**src/rtl/data_mem_unit.sv**
```systemverilog
// data_mem_unit
//   Data-memory stage of the RISC-V core. It performs one load or store per
//   request against a DEPTH x 32-bit flop-array memory. Byte, half and word
//   sizing and sign/zero extension follow the RISC-V funct3 encoding.
//   Requests and responses use valid/ready handshakes, sequenced by a
//   three-state FSM (IDLE -> ACCESS -> RESP).
//
// Ports
//   Clock         in   rising-edge clock
//   Reset         in   asynchronous, active-high reset (also clears memory)
//   req_valid     in   request present
//   req_ready     out  request accepted when high (IDLE only)
//   req_we        in   1 = store, 0 = load
//   req_addr      in   word index
//   req_byte_off  in   byte offset within the word
//   req_funct3    in   RISC-V funct3 size/sign code
//   req_wdata     in   store data, LSB-aligned
//   rsp_valid     out  response present (RESP state)
//   rsp_ready     in   consumer accepts the response
//   rsp_rdata     out  extended load result; 0 for stores and errors
//   rsp_err       out  misaligned or unsupported request
module data_mem_unit #(
    parameter int ADDR_W = 5,
    parameter int DEPTH  = 32
) (
    input  logic              Clock,
    input  logic              Reset,
    input  logic              req_valid,
    output logic              req_ready,
    input  logic              req_we,
    input  logic [ADDR_W-1:0] req_addr,
    input  logic [1:0]        req_byte_off,
    input  logic [2:0]        req_funct3,
    input  logic [31:0]       req_wdata,
    output logic              rsp_valid,
    input  logic              rsp_ready,
    output logic [31:0]       rsp_rdata,
    output logic              rsp_err
);

    typedef enum logic [1:0] {
        IDLE,
        ACCESS,
        RESP
    } state_t;

    state_t state;
    state_t next_state;

    logic              cap_we;
    logic [ADDR_W-1:0] cap_addr;
    logic [1:0]        cap_off;
    logic [2:0]        cap_f3;
    logic [31:0]       cap_wdata;

    logic [31:0] mem [DEPTH];

    logic [31:0] word;
    logic [7:0]  sel_byte;
    logic [15:0] sel_half;
    logic        err;
    logic [31:0] load_val;
    logic [3:0]  byte_en;
    logic [31:0] wr_data;

    // FSM state register
    always_ff @(posedge Clock or posedge Reset) begin
        if (Reset) begin
            state <= IDLE;
        end else begin
            state <= next_state;
        end
    end

    // FSM next state and handshake outputs
    always_comb begin
        next_state = state;
        req_ready  = 1'b0;
        rsp_valid  = 1'b0;
        case (state)
            IDLE: begin
                req_ready = 1'b1;
                if (req_valid) next_state = ACCESS;
            end
            ACCESS: begin
                next_state = RESP;
            end
            RESP: begin
                rsp_valid = 1'b1;
                if (rsp_ready) next_state = IDLE;
            end
            default: next_state = IDLE;
        endcase
    end

    // Request capture
    always_ff @(posedge Clock or posedge Reset) begin
        if (Reset) begin
            cap_we    <= 1'b0;
            cap_addr  <= '0;
            cap_off   <= '0;
            cap_f3    <= '0;
            cap_wdata <= '0;
        end else if (state == IDLE && req_valid) begin
            cap_we    <= req_we;
            cap_addr  <= req_addr;
            cap_off   <= req_byte_off;
            cap_f3    <= req_funct3;
            cap_wdata <= req_wdata;
        end
    end

    // Decode of the captured request: error detection, load extraction,
    // and store lane enables. Store data is replicated across lanes so the
    // byte enables alone pick the destination.
    always_comb begin
        word     = mem[cap_addr];
        err      = 1'b0;
        load_val = '0;
        byte_en  = '0;
        wr_data  = cap_wdata;

        case (cap_off)
            2'd0:    sel_byte = word[7:0];
            2'd1:    sel_byte = word[15:8];
            2'd2:    sel_byte = word[23:16];
            default: sel_byte = word[31:24];
        endcase
        sel_half = cap_off[1] ? word[31:16] : word[15:0];

        if (cap_we) begin
            case (cap_f3)
                3'b000: begin
                    wr_data = {4{cap_wdata[7:0]}};
                    case (cap_off)
                        2'd0:    byte_en = 4'b0001;
                        2'd1:    byte_en = 4'b0010;
                        2'd2:    byte_en = 4'b0100;
                        default: byte_en = 4'b1000;
                    endcase
                end
                3'b001: begin
                    wr_data = {2{cap_wdata[15:0]}};
                    if (cap_off[0]) err = 1'b1;
                    else            byte_en = cap_off[1] ? 4'b1100 : 4'b0011;
                end
                3'b010: begin
                    if (cap_off != 2'd0) err = 1'b1;
                    else                 byte_en = 4'b1111;
                end
                default: err = 1'b1;
            endcase
        end else begin
            case (cap_f3)
                3'b000: load_val = {{24{sel_byte[7]}}, sel_byte};
                3'b001: begin
                    if (cap_off[0]) err = 1'b1;
                    else            load_val = {{16{sel_half[15]}}, sel_half};
                end
                3'b010: begin
                    if (cap_off != 2'd0) err = 1'b1;
                    else                 load_val = word;
                end
                3'b100: load_val = {24'h0, sel_byte};
                3'b101: begin
                    if (cap_off[0]) err = 1'b1;
                    else            load_val = {16'h0, sel_half};
                end
                default: err = 1'b1;
            endcase
        end
    end

    // Memory array: cleared by Reset, written at the ACCESS edge of a
    // valid store
    always_ff @(posedge Clock or posedge Reset) begin
        if (Reset) begin
            for (int unsigned i = 0; i < DEPTH; i++) begin
                mem[i[ADDR_W-1:0]] <= '0;
            end
        end else if (state == ACCESS && cap_we && !err) begin
            for (int unsigned b = 0; b < 4; b++) begin
                if (byte_en[b]) mem[cap_addr][b*8 +: 8] <= wr_data[b*8 +: 8];
            end
        end
    end

    // Response registers, loaded at the ACCESS edge and held through RESP
    always_ff @(posedge Clock or posedge Reset) begin
        if (Reset) begin
            rsp_rdata <= '0;
            rsp_err   <= 1'b0;
        end else if (state == ACCESS) begin
            rsp_rdata <= (cap_we || err) ? 32'h0 : load_val;
            rsp_err   <= err;
        end
    end

endmodule

```
**config.mk**
```make
export PLATFORM = sky130hd
export DESIGN_NAME = data_mem_unit
export DESIGN_NICKNAME = d
export VERILOG_FILES = /design/src/rtl/data_mem_unit.sv
export SDC_FILE = /design/constraint.sdc
export NUM_CORES = 2
export LEC_CHECK = 0
export ABC_AREA = 1
export BUFFER_PORTS_ARGS = -buffer_cell sky130_fd_sc_hd__buf_2
export CORE_UTILIZATION = 47
export CTS_CLUSTER_DIAMETER = 200
export DETAILED_ROUTE_END_ITERATION = 16
export HOLD_SLACK_MARGIN = 0.05
export PLACE_DENSITY = 0.68
export SLEW_MARGIN = 20
export SYNTH_ARGS = -nofsm -noshare
export SYNTH_HDL_FRONTEND = slang
export SYNTH_SLANG_ARGS = --single-unit
```
**constraint.sdc**
```tcl
create_clock -name Clock -period 63.9 [get_ports Clock]
set_input_delay 6.39 -clock Clock [delete_from_list [all_inputs] [get_ports Clock]]
set_output_delay 6.39 -clock Clock [all_outputs]
set_load 0.005 [all_outputs]
```
==> flow_summary.json <==
{
  "antenna_found_initial": 6,
  "htree_num_levels": 3,
  "slew_viol_final": 0,
  "ys_seq_elements": 1102,
  "vias_per_cell": 5.63,
  "regToRegSetupSlack_ns": 58.63,
  "firstDrtPassIters": 6,
  "totalWireLength_um": 159000,
  "status": "complete, no violations",
  "core-area_um2": 106000,
  "p_clk_share_pct": 34.0,
  "synth_flop_cell": "dfrtp_1",
  "final_cell_mix": "nand2_1 (2,596), dfrtp_1 (1,100), o21ai_0 (971)",
  "crit_arrival_ns": 10.91,
  "grt_pass1_wl_um": 245000,
  "synth_nets": 6292,
  "syn_to_final_growth_pct": 9.53,
  "cts_buffers": 115,
  "cts_resized": 0,
  "cp-end-kind": "asynchronous set/reset pin",
  "syn_inst": 6245,
  "swShare_pct": 40.4,
  "start_util_pct": 47.7,
  "route.layer.met1.wl_um": 67100,
  "yosysWarnings": 0,
  "drc": 0,
  "hold_violations": 0,
  "setup_tns_ns": 0,
  "min_from": "rsp_rdata[10]",
  "drive_above_1_share_pct": 7.64,
  "die_h_um": 330,
  "ioPinCount": 82,
  "grt_util_all_layers_pct": 29.6,
  "cts.clk_slew.worst_paths_ns": 0.06,
  "tightest_slew_ns": 1.23,
  "hold_class": "register to register",
  "whs_path_depth": 2,
  "wl_met2_um": 68000,
  "power_switching_uw": 830,
  "gp_congestion": 0.916,
  "timing.rr.start": "cap_addr[0]",
  "fin_crit_ns": 10.15,
  "grt_max_degree": 171,
  "dp_hpwl_um": 95900,
  "max_clock_freq_mhz": 98.5,
  "dieWidth_um": 330,
  "ir_drop_v": 0.0000480,
  "max_slew_margin_pct": 17.8,
  "leakage_nw": 26.3,
  "clock_sinks": 1102,
  "rsz0062_at_grt": "no",
  "p_per_area_nw_per_um2": 37.1,
  "setup_violations": 0,
  "cts_tree": "done",
  "p_seq_share_pct": 37.7,
  "n_fill_cell": 10000,
  "reg2regPathDepth": 16,
  "critPathKind": "input port to asynchronous set/reset pin",
  "placementRows": 119,
  "synth_cell_types": 34,
  "async_flop_share_pct": 100,
  "cts_setup_buffers": 0,
  "wl_per_cell_um": 21.0,
  "syn_avg_cell_area_um2": 8.09,
  "maxCapViolCount": 0,
  "finalClockSkew_ns": 0.0297,
  "clockRootBuffer": "clkbuf_16",
  "synth-edff-count": 0,
  "cp.required_ns": 64.67,
  "hold_path_end": "rsp_rdata[10]",
  "drtIter0Drc": 4892,
  "routed.top_layer": "met5",
  "combPwrFrac_pct": 28.4,
  "grt-ovfl-total": 0,
  "hold_buffers": 0,
  "vias": 42800,
  "crit_fanout": 152,
  "die-area_um2": 109000,
  "fin_area_um2": 55400,
  "portBuffers": 81,
  "nets": 6146,
  "ant_nets": 0,
  "finalCritPeriodShare_pct": 15.9,
  "wl_met3_um": 17600,
  "yosysSeqAreaShare_pct": 54.6,
  "r2r_end": "rsp_rdata[27]",
  "final_common_cell": "nand2_1",
  "grt_pass1_vias": 39900,
  "start_kind": "input port",
  "p_int_mw": 1.22,
  "placed_cell_area_um2": 51300,
  "clock_latency_ns": 0.72,
  "clk_path_buf_depth": 3,
  "syn_area_um2": 50500
}
==> stage by stage <==
step	utilization (%)	total power [mW]	setup WS (ns)	hold WS [ns]	cells
4_1_cts	52.2	2.04	53.24	0.478	7585
5_1_grt	52.2	2.11	53.06	0.493	7589
3_3_place_gp	48.4	1.34	52.54	0.462	7372
3_5_place_dp	48.4	1.35	52.46	0.464	7372
2_1_floorplan	-	1.10	26.48	0.444	6245
6_report	52.2	2.05	53.75	0.473	7590
==> how the worst max path moves through the flow <==
stage               startpoint           to  slack [ns]  depth (start not counted)
floorplan                Reset  cap_addr[0]       26.48                          1
global placement         Reset     mem[426]       52.54                          7
detailed placement       Reset     mem[426]       52.46                          7
CTS                      Reset     mem[426]       53.24                          7
global route             Reset     mem[585]       53.06                          7
finish                   Reset     mem[459]       53.75                          7
==> final cells by class <==
cell class	count	area, um2	share of cell area [%]
Clock buffer	179	3520	6.36
Inverter	334	1270	2.30
Sequential cell	1102	27600	49.8
Timing Repair Buffer	148	998	1.80
Clock inverter	34	434	0.784
Tap cell	1391	1740	3.14
Multi-Input combinational cell	4398	19800	35.8
Antenna cell	4	10.0	0.0181
==> flip-flops by register name, indices dropped and copies added (netlist names) <==
| signal | flops |
|---|---|
| cap_we | 1 |
| rsp_rdata | 32 |
| cap_off | 2 |
| state | 2 |
| mem | 1024 |
| cap_addr | 5 |
| rsp_err | 1 |
| cap_f3 | 3 |
| cap_wdata | 32 |
==> cell usage after synthesis, types with 3 or more instances <==
library cell	instances	area, um2
buf_2	115	576
nand4_1	102	638
buf_1	21	78.8
nor3_4	30	488
dfrtp_1	1102	27600
nor2_4	5	56.3
nand2_4	18	203
o21ai_1	108	541
buf_6	39	439
o22ai_1	8	50.1
nand2_1	2598	9750
a22oi_1	154	1160
nor2_2	3	18.8
nand2_2	27	169
clkbuf_1	231	867
nor2_1	185	694
inv_1	318	1190
nand3_1	45	225
inv_4	3	18.8
nor3_2	10	100
o21ai_2	8	70.1
a21oi_1	116	581
o21ai_0	971	4860
buf_4	5	37.5
inv_2	11	41.3
==> power groups by stage <==
| stage | Combinational (mW) | Sequential, mW | Clock, mW |
|---|---|---|---|
| final | 0.583 | 0.774 | 0.698 |
| after global routing | 0.602 | 0.777 | 0.731 |
| after CTS | 0.562 | 0.772 | 0.704 |
| after detailed placement | 0.562 | 0.784 | 0 |
| after global placement | 0.559 | 0.783 | 0 |
| after floorplan | 0.328 | 0.769 | 0 |
==> metal layers <==
| metal | vias to the layer above | GRT usage (%) |
|---|---|---|
| met2 | 2032 | 43.1 |
| met3 | 315 | 7.84 |
| met1 | 20600 | 42.1 |
| met5 | - | 0.826 |
| li1 | 19800 | - |
| met4 | 6 | 11.2 |
==> kinds of logic (layout without fill, tap and decap cells) <==
group | count (synthesis) | in the layout | synth area share (%)
flip-flops | 1102 | 1102 | 54.6
other | 0 | 4 | 0
AO/OA/AOI/OAI | 1370 | 1370 | 14.4
AND/OR/NAND/NOR | 3028 | 3028 | 24.5
buffers and inverters | 745 | 695 | 6.45
==> worst max-delay path, stage by stage <==
cell	delay (ns)
buf_2	0.13
inv_8	0.54
buf_4	0.75
buf_4	0.66
buf_12	0.67
buf_4	0.81
buf_6	0.67
Power figures use the tool's default switching activity.
